==> src/rtl/fetch_unit.sv <==
// fetch_unit: instruction fetch front end for the Banff core.
// Owns the program counter, issues sequential word fetches to instruction
// memory, buffers responses in an in-order queue and presents them to decode
// over a valid/ready handshake. Redirects flush the queue, restart fetch and
// discard responses still in flight.
//
// Ports:
//   clock, reset (async, active-low)
//   redirect_valid / redirect_pc      : flush and restart fetch at redirect_pc
//   imem_req_valid / _addr / _ready   : fetch request channel
//   imem_resp_valid / _data / _err    : in-order response channel, never stalled
//   dec_valid / _instr / _pc / _fault : head entry presented to decode
//   dec_ready                         : decode accepts the head entry
module fetch_unit #(
  parameter logic [31:0] RESET_PC = 32'h0000_0000,
  parameter int unsigned DEPTH    = 4
) (
  input  logic        clock,
  input  logic        reset,
  input  logic        redirect_valid,
  input  logic [31:0] redirect_pc,
  output logic        imem_req_valid,
  output logic [31:0] imem_req_addr,
  input  logic        imem_req_ready,
  input  logic        imem_resp_valid,
  input  logic [31:0] imem_resp_data,
  input  logic        imem_resp_err,
  output logic        dec_valid,
  output logic [31:0] dec_instr,
  output logic [31:0] dec_pc,
  output logic        dec_fault,
  input  logic        dec_ready
);

  localparam int unsigned AW = $clog2(DEPTH);
  localparam int unsigned CW = AW + 1;
  localparam logic [AW:0] DEPTH_C = (AW + 1)'(DEPTH);
  localparam logic [CW:0] DEPTH_S = (CW + 1)'(DEPTH);

  typedef enum logic {
    RUN  = 1'b0,
    HALT = 1'b1
  } state_e;

  state_e        state_q, state_d;
  logic [31:0]   fetch_pc_q, fetch_pc_d;
  logic [31:0]   resp_pc_q, resp_pc_d;
  logic [CW-1:0] outstanding_q, outstanding_d;
  logic [CW-1:0] stale_q, stale_d;
  logic [AW:0]   rd_ptr_q, rd_ptr_d;
  logic [AW:0]   wr_ptr_q, wr_ptr_d;
  logic          req_valid_q, req_valid_d;

  logic [31:0]   ent_pc_q    [DEPTH];
  logic [31:0]   ent_instr_q [DEPTH];
  logic          ent_fault_q [DEPTH];

  logic          accept;
  logic          push;
  logic          pop;
  logic [AW:0]   occupancy;
  logic [AW:0]   occupancy_d;
  logic [CW:0]   credit_sum;
  logic [31:0]   push_instr;
  logic [31:0]   redirect_pc_aligned;
  logic          unused_redirect_lsbs;

  assign unused_redirect_lsbs = ^redirect_pc[1:0];
  assign redirect_pc_aligned  = {redirect_pc[31:2], 2'b00};

  assign occupancy  = wr_ptr_q - rd_ptr_q;
  assign accept     = req_valid_q & imem_req_ready;
  assign dec_valid  = (occupancy != '0);
  assign pop        = dec_valid & dec_ready;
  // A response is kept only when no redirect is dropping it this cycle and
  // no earlier redirect left it marked as stale.
  assign push       = imem_resp_valid & ~redirect_valid & (stale_q == '0);
  assign push_instr = imem_resp_err ? '0 : imem_resp_data;

  always_comb begin
    state_d       = state_q;
    fetch_pc_d    = fetch_pc_q;
    resp_pc_d     = resp_pc_q;
    stale_d       = stale_q;
    rd_ptr_d      = rd_ptr_q + (AW + 1)'(pop);
    wr_ptr_d      = wr_ptr_q + (AW + 1)'(push);
    outstanding_d = outstanding_q + CW'(accept) - CW'(imem_resp_valid);

    if (accept) begin
      fetch_pc_d = fetch_pc_q + 32'd4;
    end
    if (imem_resp_valid && (stale_q != '0)) begin
      stale_d = stale_q - CW'(1);
    end
    if (push) begin
      resp_pc_d = resp_pc_q + 32'd4;
      if (imem_resp_err) begin
        state_d = HALT;
      end
    end

    // Everything still in flight after this edge, including a request
    // accepted right now, belongs to the old stream and must be discarded.
    if (redirect_valid) begin
      state_d    = RUN;
      fetch_pc_d = redirect_pc_aligned;
      resp_pc_d  = redirect_pc_aligned;
      stale_d    = outstanding_d;
      rd_ptr_d   = '0;
      wr_ptr_d   = '0;
    end

    // Request valid is registered from next-state counts so the request
    // channel carries no combinational path from any input.
    occupancy_d = wr_ptr_d - rd_ptr_d;
    credit_sum  = {1'b0, occupancy_d} + {1'b0, outstanding_d};
    req_valid_d = (state_d == RUN) && (credit_sum < DEPTH_S);
  end

  always_ff @(posedge clock or negedge reset) begin
    if (!reset) begin
      state_q       <= RUN;
      fetch_pc_q    <= RESET_PC;
      resp_pc_q     <= RESET_PC;
      outstanding_q <= '0;
      stale_q       <= '0;
      rd_ptr_q      <= '0;
      wr_ptr_q      <= '0;
      req_valid_q   <= 1'b0;
      for (int unsigned i = 0; i < DEPTH; i++) begin
        ent_pc_q[i]    <= '0;
        ent_instr_q[i] <= '0;
        ent_fault_q[i] <= 1'b0;
      end
    end else begin
      state_q       <= state_d;
      fetch_pc_q    <= fetch_pc_d;
      resp_pc_q     <= resp_pc_d;
      outstanding_q <= outstanding_d;
      stale_q       <= stale_d;
      rd_ptr_q      <= rd_ptr_d;
      wr_ptr_q      <= wr_ptr_d;
      req_valid_q   <= req_valid_d;
      if (push) begin
        ent_pc_q[wr_ptr_q[AW-1:0]]    <= resp_pc_q;
        ent_instr_q[wr_ptr_q[AW-1:0]] <= push_instr;
        ent_fault_q[wr_ptr_q[AW-1:0]] <= imem_resp_err;
      end
    end
  end

  assign imem_req_valid = req_valid_q;
  assign imem_req_addr  = fetch_pc_q;

  assign dec_pc    = dec_valid ? ent_pc_q[rd_ptr_q[AW-1:0]]    : '0;
  assign dec_instr = dec_valid ? ent_instr_q[rd_ptr_q[AW-1:0]] : '0;
  assign dec_fault = dec_valid ? ent_fault_q[rd_ptr_q[AW-1:0]] : 1'b0;

  // The credit rule bounds buffered plus in-flight entries, so a push into a
  // full queue without a matching pop indicates a broken credit calculation.
  assert property (@(posedge clock) disable iff (!reset)
    (push && !pop) |-> (occupancy != DEPTH_C));

endmodule

==> config.mk <==
export PLATFORM = sky130hd
export DESIGN_NAME = fetch_unit
export DESIGN_NICKNAME = d
export VERILOG_FILES = /design/src/rtl/fetch_unit.sv
export SDC_FILE = /design/constraint.sdc
export NUM_CORES = 1
export LEC_CHECK = 0
export CORE_MARGIN = 1.5
export CORE_UTILIZATION = 59
export CTS_BUF_LIST = sky130_fd_sc_hd__clkbuf_8
export DETAILED_ROUTE_END_ITERATION = 10
export PLACE_DENSITY = 0.9
export REMOVE_ABC_BUFFERS = 1
export SYNTH_ARGS = -nofsm -noshare
export SYNTH_HDL_FRONTEND = slang
export SYNTH_SLANG_ARGS = --single-unit
==> constraint.sdc <==
create_clock -name clock -period 5.1 [get_ports clock]
set_input_delay 0.51 -clock clock [delete_from_list [all_inputs] [get_ports clock]]
set_output_delay 0.51 -clock clock [all_outputs]
set_load 0.01 [all_outputs]
==> results.yml, run 1 <==
run_status:
  status: "complete, no violations"
sta:
  worstMarginPinSlew_ns: 1.09
  period_share_pct: 77.6
  fin_crit_ns: 3.96
  clock.fmax_ghz: 0.253
  maxSlewViolCount: 0
  fin_hold_ws_ns: 0.395
  grt_setup_unrepaired: "no"
  setup_viol: 0
  setup_ws_ns: 1.14
  slew_headroom_pct: 27.0
  finalHoldViolations: 0
  fin_skew_ns: 0.0235
floorplan:
  ios: 170
  dieHeight_microns: 166
  core_sq_um: 26100
  initial_core_util_pct: 60.1
  fp-row-count: 59
  dieArea_sq_um: 27500
  fp.dieW_microns: 166
yosys:
  synth-seq-cells: 326
  yosys.area.top_type_share_pct: 52.1
  async_flop_share_pct: 100
  netlist_instances: 1377
  yosysMostFrequentCell: "dfrtp_1"
  netlist_area_sq_um: 15700
  synth.top_cells.by_count: "dfrtp_1, nand2_1, o21ai_0"
  post-synth-top-area-cell: "dfrtp_1"
  synth_edf_count: 0
  synth_cell_type_count: 57
  yosys_warnings: 0
  synthTopCellsByArea: "dfrtp_1, mux4_2, mux2_1"
  ys.flop_type: "dfrtp_1"
  syn_avg_cell_area_sq_um: 11.4
  ys_seq_area_share_pct: 52.1
finish:
  multi_input_area_sq_um: 6960
  final_cell_count_no_fill: 1878
  area_delta_synth_final_pct: 17.8
  final_util_pct: 70.8
  seq_area_sq_um: 8160
  fillCellCount: 1790
  nNetsFinal: 1594
  diodes: 0
  drive_gt1_share_pct: 13.0
placed_design:
  place.gp.congestion: 0.860
  placed_cells: 1784
  io_buffers: 163
  hpwl_microns: 23600
  dp_slack_ns: 1.65
power:
  sw_frac_of_total_pct: 31.6
  seqPwrFrac_pct: 41.0
  vdd_drop_max_mv: 0.424
  combPwrFrac_pct: 32.2
  p_per_area_nw_per_um2: 444
  power.leakage_nw: 8.06
  p_int_w: 0.00561
  p_sw_w: 0.00259
  clkPwrFrac_pct: 26.8
  p_total_w: 0.00820
clock_network:
  cts_sinks: 326
  clockBufferDepth: 3
  cts_root_buf: "clkbuf_8"
  clkTransAtPathRegs_ns: 0.06
  clk_latency_ns: 0.58
  cts_made_buffers: 54
  cts_tree: "done"
  htree_levels: 2
critical_path:
  crit_type: "reg2out"
  cp_cell_sequence: "buf_4, mux4_2, nor2b_1, clkdlybuf4s50_1"
  worst_setup_path_end_kind: "output port"
  cp.required_ns: 4.59
  worstSetupStartpointType: "flop"
  cpMaxStageDelayCell: "buf_4"
  cp_top_family: "buffers and inverters"
  arrival_ns: 3.45
  crit_fanout: 50
  max_stage_delay_ns: 0.90
  worst-path-buf-inv: 2
detailed_routing:
  wl_microns: 37500
  wl_per_cell_microns: 20.0
  drc: 0
  drtIter0Drc: 1068
  viasPerCell: 6.14
  num_vias: 11522
  ant_nets: 0
  drt-pass1-iter-count: 5
global_route:
  grt_pass1_vias: 11767
  grt_max_degree: 136
  grt-ovfl-total: 0
  grt_pass1_wl_microns: 61400
  antenna_found_initial: 0
  grt_use_total_pct: 27.7
worst_hold_path:
  hp-class: "in2reg"
run:
  maxCapViolations: 0
## cell type report
class,count,area share (%)
multi-input combinational,920,37.7
inverter,24,0.488
tap,335,2.27
timing repair buffer,180,9.62
sequential,326,44.3
clock inverter,24,0.509
clock buffer,69,5.15
## worst register-to-register path, stage by stage (launching register included)
cell and delay, ns:
dfrtp_4 0.62, ha_1 0.25, nor2b_1 0.13, xnor2_1 0.13, and3_2 0.22, nor2b_1 0.05, ha_1 0.27, nor2b_1 0.19
ha_1 0.17, inv_1 0.04, fa_1 0.36, xor2_1 0.17, ha_1 0.28, nor3_1 0.17, o21ai_0 0.11, nor2_1 0.13
## final timing paths
| kind | slack, ns | cells past startpoint | endpoint | from |
|---|---|---|---|---|
| max | 1.14 | 4 | dec_pc[14] | rd_ptr_q[0] |
| min | 0.40 | 3 | stale_q[2] | redirect_valid |
| max reg2reg | 1.74 | 15 | imem_req_valid | rd_ptr_q[0] |
| min reg2reg | 0.47 | 2 | ent_instr_q[62] | ent_instr_q[62] |
| max in group asynchronous | 3.27 | 3 | ent_instr_q[109] | reset |
| min in group asynchronous | 0.58 | 2 | ent_instr_q[15] | reset |
## through the flow
step	TNS [ns]	area (sq um)
global placement	0	17400
global route	0	18400
detailed placement	0	17400
CTS	0	18400
floorplan	-10.83	15200
finish	0	18400
## kinds of logic (layout without fill, tap and decap cells)
logic type      Yosys count  in the layout  synth area share (%)
compound gates          241            241                  8.98
xor+xnor                 28             28                  1.57
fa+ha+maj                17             17                  1.45
buf+inv                 134            297                  3.57
flops                   326            326                  52.1
mux                     182            182                  17.6
other cells               1              4                0.0240
simple gates            448            448                  14.7
## cells in the final DEF, fill, tap and decap left out, types with 3 or more instances in the layout
master           instances
mux4_2                  63
xnor2_1                 19
a21oi_1                 10
or4_1                   13
nand2b_1                37
o31a_1                   6
xor2_1                   9
o21ai_0                105
a21o_1                   4
nor3_1                   9
and4_1                  11
o21ai_1                 59
nor2_1                  37
mux2_2                  32
and3_1                  12
buf_4                   15
clkdlybuf4s50_1        161
or3_1                    7
a211oi_1                 8
nand4_1                 20
nor2b_1                 68
conb_1                   4
clkbuf_8                69
and2_1                   4
clkinv_2                 3
o31ai_1                 13
nor4_1                  15
nand3_1                 23
a31oi_1                 17
mux2_1                  85
nand2_1                180
a211oi_2                 5
dfrtp_1                324
inv_1                   44
ha_1                    15
## layer usage
layer,vias to the layer above,routed length (microns),track usage (%)
li1,5172,-,-
met1,5784,15400,37.7
met2,508,18600,46.0
met3,58,2830,5.05
met4,0,690,7.95
met5,-,0,0
## sequential cells by signal, summed over array words and instances (netlist names)
register / flops
outstanding_q: 3
ent_instr_q: 128
ent_pc_q: 120
stale_q: 3
rd_ptr_q: 3
imem_req_addr: 30
resp_pc_q: 30
ent_fault_q: 4
state_q: 1
imem_req_valid: 1
wr_ptr_q: 3
## power groups by stage
| stage | registers (W) | clock network [W] | logic, W |
|---|---|---|---|
| after global routing | 0.00342 | 0.00235 | 0.00287 |
| after detailed placement | 0.00340 | 0 | 0.00266 |
| after CTS | 0.00336 | 0.00223 | 0.00267 |
| after global placement | 0.00335 | 0 | 0.00257 |
| after floorplan | 0.00339 | 0 | 0.00153 |
| final | 0.00336 | 0.00220 | 0.00264 |
## what timing repair did
action | in CTS | in global routing
buffers inserted | 0 | 0
hold buffers | 1 | 0
endpoints found under the hold margin | 5 | 0
gates resized for setup | 0 | 0
No activity file was read; power rests on OpenSTA's default activity.
==> inputs of run 2 (changes only) <==
==> constraint.sdc (replaced) <==
create_clock -name clock -period 4.1 [get_ports clock]
set_input_delay 0.41 -clock clock [delete_from_list [all_inputs] [get_ports clock]]
set_output_delay 0.41 -clock clock [all_outputs]
set_load 0.01 [all_outputs]
==> results.yml, run 2 (same netlist as run 1, synthesis figures left out) <==
worst_hold_path:
  min_from: "redirect_valid"
  hp-class: "in2reg"
  whs_path_depth: 3
  worstHoldEndpoint: "stale_q[2]"
run_status:
  status: "complete, no violations"
sta:
  worstMarginPinSlew_ns: 1.05
  fin_crit_ns: 3.70
  maxSlewViolCount: 0
  slew_headroom_pct: 30.3
  setup_viol: 0
  period_share_pct: 90.2
  clock.fmax_ghz: 0.270
  fin_skew_ns: 0.0293
  finalHoldViolations: 0
  grt_setup_unrepaired: "no"
power:
  p_int_w: 0.00688
  sw_frac_of_total_pct: 31.6
  seqPwrFrac_pct: 41.5
  vdd_drop_max_mv: 0.517
  combPwrFrac_pct: 32.5
  power.leakage_nw: 8.05
  clkPwrFrac_pct: 25.9
  p_sw_w: 0.00318
  p_per_area_nw_per_um2: 546
finish:
  layout_commonest_cell: "dfrtp_1"
  largestRegisters: "ent_instr_q (128), ent_pc_q (120)"
  diodes: 0
  final_util_pct: 70.7
  nNetsFinal: 1598
  drive_gt1_share_pct: 13.0
  layout_common_cells: "dfrtp_1, nand2_1, clkdlybuf4s50_1"
  fillCellCount: 1784
  final_area_sq_um: 18400
  area_delta_synth_final_pct: 17.8
  largest-register: "ent_instr_q"
  largest_reg_flops: 128
clock_network:
  clk_latency_ns: 0.57
  ctsResizeCount: 0
  clkTransAtPathRegs_ns: 0.06
  clockBufferDepth: 3
  cts_made_buffers: 53
  cts_sinks: 326
  cts_root_buf: "clkbuf_8"
  cts_tree: "done"
  htree_levels: 2
floorplan:
  ios: 170
  fp-row-count: 59
  fp.dieW_microns: 166
  dieArea_sq_um: 27500
  core_sq_um: 26100
  dieHeight_microns: 166
  initial_core_util_pct: 60.1
critical_path:
  crit_type: "reg2out"
  worstSetupStartpointType: "flop"
  crit_fanout: 64
  arrival_ns: 3.29
  regToRegEndpoint: "imem_req_valid"
  worst_setup_path_end_kind: "output port"
  reg2reg_from: "rd_ptr_q[0]"
  rrSetupSlack_ns: 0.81
  cp.required_ns: 3.69
  r2r_cells: 15
placed_design:
  place.gp.congestion: 0.866
  io_buffers: 163
  hpwl_microns: 23700
  place_area_sq_um: 17400
global_route:
  grt_max_degree: 115
  grt_use_total_pct: 27.8
  antenna_found_initial: 0
  grt_pass1_vias: 12082
  grt_pass1_wl_microns: 61900
  grt-ovfl-total: 0
detailed_routing:
  drt-pass1-iter-count: 5
  drc: 0
  viasPerCell: 6.13
  drtIter0Drc: 944
  ant_nets: 0
  wl_microns: 37400
  num_vias: 11524
  wl_per_cell_microns: 19.9
run:
  maxCapViolations: 0
-- run 2: cell count changes in the layout (fill, tap and decap cells not counted), sizes merged --
cell      change
clkinvlp      +1
clkbuf        -5
buf           +5
-- run 2: power groups by stage --
| stage | sequential (W) | combinational (W) | clock [W] |
|---|---|---|---|
| after detailed placement | 0.00422 | 0.00328 | 0 |
| after global placement | 0.00416 | 0.00320 | 0 |
| final | 0.00418 | 0.00327 | 0.00261 |
| after floorplan | 0.00421 | 0.00190 | 0 |
| after global routing | 0.00425 | 0.00355 | 0.00280 |
| after CTS | 0.00417 | 0.00331 | 0.00265 |
-- run 2: stage by stage --
stage	setup slack (ns)	hold WS, ns	std cells	TNS [ns]	total power [W]
2_1_floorplan	-2.29	0.114	1270	-174.75	0.00611
3_3_place_gp	0.871	0.456	1789	0	0.00736
3_5_place_dp	0.810	0.465	1789	0	0.00750
4_1_cts	0.364	0.287	1879	0	0.0101
5_1_grt	0.238	0.361	1879	0	0.0106
6_report	0.402	0.317	1879	0	0.0101
-- run 2: worst max-delay path by stage --
| stage | start | endpoint | slack [ns] |
|---|---|---|---|
| floorplan | rd_ptr_q[0] | imem_req_valid | -2.29 |
| global placement | rd_ptr_q[0] | imem_req_valid | 0.87 |
| detailed placement | imem_resp_valid | imem_req_valid | 0.81 |
| CTS | rd_ptr_q[0] | dec_pc[15] | 0.36 |
| global route | rd_ptr_q[0] | dec_pc[14] | 0.24 |
| finish | rd_ptr_q[0] | dec_pc[15] | 0.40 |
-- run 2: repair_timing --
action	4_1_cts	5_1_grt
endpoints found under the hold margin	108	0
hold buffers	1	0
buffers inserted	0	0
-- run 2: critical path: stages (launching register included) --
cell and delay [ns]:
dfrtp_4 0.61, ha_1 0.24, nor2b_1 0.13, xnor2_1 0.13, and3_2 0.21, buf_4 0.64
nor2b_1 0.19, clkdlybuf4s50_1 0.53
-- run 2: routing by layer --
metal  share of wire, %  vias up  global-route usage (%)
met5                  0        -                       0
met4                3.0        0                    10.5
met3                7.3      100                    5.00
met2                 48      543                    44.6
met1                 42     5713                    38.3
li1                   -     5168                       -
-- run 2: final cells by class --
cell class,instances,area [sq um],area share [%]
multi-input combinational,920,6960,37.7
inverter,24,90.1,0.489
clock inverter,25,101,0.550
sequential,326,8160,44.3
clock buffer,64,881,4.78
timing repair buffer,185,1820,9.90
tap,335,419,2.27
==> inputs of run 3 (changes only) <==
--- a/config.mk
+++ b/config.mk
@@ -6,10 +6,10 @@
 export NUM_CORES = 1
 export LEC_CHECK = 0
 export CORE_MARGIN = 1.5
-export CORE_UTILIZATION = 59
+export CORE_UTILIZATION = 47
 export CTS_BUF_LIST = sky130_fd_sc_hd__clkbuf_8
 export DETAILED_ROUTE_END_ITERATION = 10
-export PLACE_DENSITY = 0.9
+export PLACE_DENSITY = 0.75
 export REMOVE_ABC_BUFFERS = 1
 export SYNTH_ARGS = -nofsm -noshare
 export SYNTH_HDL_FRONTEND = slang
==> results.yml, run 3 (same netlist as run 1, synthesis figures left out) <==
global_route:
  grt_use_total_pct: 22.5
  antenna_found_initial: 1
  grt_max_degree: 116
  grt_pass1_vias: 11337
  grt_pass1_wl_microns: 60600
  grt-ovfl-total: 0
power:
  vdd_drop_max_mv: 0.568
  p_int_w: 0.00706
  clkPwrFrac_pct: 27.4
  combPwrFrac_pct: 32.3
  seqPwrFrac_pct: 40.3
  power.leakage_nw: 8.13
  sw_frac_of_total_pct: 31.0
  p_per_area_nw_per_um2: 547
  p_sw_w: 0.00317
finish:
  drive_gt1_share_pct: 13.5
  layout_common_cells: "dfrtp_1, nand2_1, clkdlybuf4s50_1"
  largest-register: "ent_instr_q"
  final_area_sq_um: 18700
  largestRegisters: "ent_instr_q (128), ent_pc_q (120)"
  layout_commonest_cell: "dfrtp_1"
  largest_reg_flops: 128
  nNetsFinal: 1601
  area_delta_synth_final_pct: 19.6
critical_path:
  cp.depth: 8
  worst-path-buf-inv: 3
  worstSetupStartpointType: "flop"
  r2r_cells: 16
  reg2reg_from: "wr_ptr_q[0]"
  crit_fanout: 64
  arrival_ns: 3.18
  worst_setup_path_end_kind: "output port"
  cp.required_ns: 3.69
  regToRegEndpoint: "imem_req_valid"
  worst_path_most_repeated_cell: "nor2b_1"
  cp_top_family: "buffers and inverters"
  cpMaxStageDelayCell: "buf_4"
  rrSetupSlack_ns: 0.92
  max_stage_delay_ns: 0.68
  cp_cell_sequence: "inv_1, ha_1, nor2b_1, xnor2_1, and3_2, buf_4, nor2b_1, clkdlybuf4s50_1"
  crit_type: "reg2out"
detailed_routing:
  wl_per_cell_microns: 18.9
  viasPerCell: 5.60
  wl_microns: 37700
  num_vias: 11156
  drtIter0Drc: 736
  ant_nets: 0
  drt-pass1-iter-count: 5
  drc: 0
clock_network:
  ctsResizeCount: 0
  htree_levels: 2
  clockBufferDepth: 3
  clkTransAtPathRegs_ns: 0.06
  cts_root_buf: "clkbuf_8"
  cts_tree: "done"
  clk_latency_ns: 0.57
  cts_sinks: 326
  cts_made_buffers: 54
placed_design:
  hpwl_microns: 23800
  io_buffers: 163
  place.gp.congestion: 0.855
  dp_slack_ns: 0.790
  place_area_sq_um: 17600
floorplan:
  ios: 170
  initial_core_util_pct: 47.9
  dieArea_sq_um: 34400
  dieHeight_microns: 186
  fp.dieW_microns: 186
  fp-row-count: 66
  core_sq_um: 32700
worst_hold_path:
  min_from: "redirect_valid"
  hp-class: "in2reg"
  whs_path_depth: 3
  worstHoldEndpoint: "stale_q[2]"
sta:
  clock.fmax_ghz: 0.279
  setup_viol: 0
  finalHoldViolations: 0
  setup_ws_ns: 0.509
  period_share_pct: 87.6
  worstMarginPinSlew_ns: 1.08
  fin_skew_ns: 0.0161
  slew_headroom_pct: 28.2
  maxSlewViolCount: 0
  fin_crit_ns: 3.59
  grt_setup_unrepaired: "no"
run:
  maxCapViolations: 0
run_status:
  status: "complete, no violations"
==> run 3: cell types whose count changed in the layout (fill, tap and decap cells not counted) <==
cell / before / now
clkinv_2: 3 / 1
clkbuf_8: 64 / 73
dfrtp_4: 1 / 2
buf_4: 19 / 18
clkinvlp_4: 1 / 0
inv_1: 44 / 42
dfrtp_2: 1 / 0
diode_2: 0 / 1
buf_12: 2 / 5
==> run 3: power groups by stage <==
stage | registers (W) | clock network, W | logic, W
after floorplan | 0.00421 | 0 | 0.00190
after global placement | 0.00413 | 0 | 0.00328
after detailed placement | 0.00418 | 0 | 0.00335
after CTS | 0.00412 | 0.00288 | 0.00337
after global routing | 0.00420 | 0.00302 | 0.00363
final | 0.00413 | 0.00280 | 0.00330
==> run 3: worst max path at each step <==
| stage | start | to | slack, ns |
|---|---|---|---|
| 2_1_floorplan | rd_ptr_q[0] | imem_req_valid | -2.29 |
| 3_3_place_gp | imem_resp_valid | imem_req_valid | 0.89 |
| 3_5_place_dp | imem_resp_valid | imem_req_valid | 0.79 |
| 4_1_cts | wr_ptr_q[0] | dec_pc[19] | 0.43 |
| 5_1_grt | wr_ptr_q[0] | dec_pc[19] | 0.35 |
| 6_report | wr_ptr_q[0] | dec_pc[19] | 0.51 |
==> run 3: metrics by stage <==
step	std cells	TNS [ns]	hold WS [ns]	total power (W)	utilization, %
floorplan	1270	-174.75	0.114	0.00611	-
global placement	1898	0	0.456	0.00742	53.9
detailed placement	1898	0	0.467	0.00753	53.9
CTS	1992	0	0.300	0.0104	57.3
global route	1993	0	0.338	0.0108	57.3
finish	1993	0	0.325	0.0102	57.3
==> run 3: final cells by class <==
class                      count  area [sq um]
sequential                   326          8170
tap                          442           553
inverter                      24          90.1
antenna                        1          2.50
clock buffer                  73          1000
clock inverter                20          76.3
fill                        2702         14000
multi-input combinational    920          6960
timing repair buffer         187          1880
==> run 3: worst min-delay path, cell delays in order <==
cell and delay, ns:
buf_2 0.24, nand2_1 0.11, o21ai_0 0.07
==> run 3: layer usage <==
| layer | track usage (%) | part of all wire (%) | vias to the layer above | routed length (microns) |
|---|---|---|---|---|
| li1 | - | - | 5175 | - |
| met1 | 30.8 | 44 | 5588 | 16600 |
| met2 | 37.0 | 48 | 333 | 18200 |
| met3 | 3.68 | 5.5 | 60 | 2070 |
| met4 | 6.93 | 2.1 | 0 | 797 |
| met5 | 0 | 0 | - | 0 |
==> run 3: repair_timing <==
action,in CTS,in global routing
hold endpoints to repair,110,0
hold buffers,1,0
buffers inserted,0,0
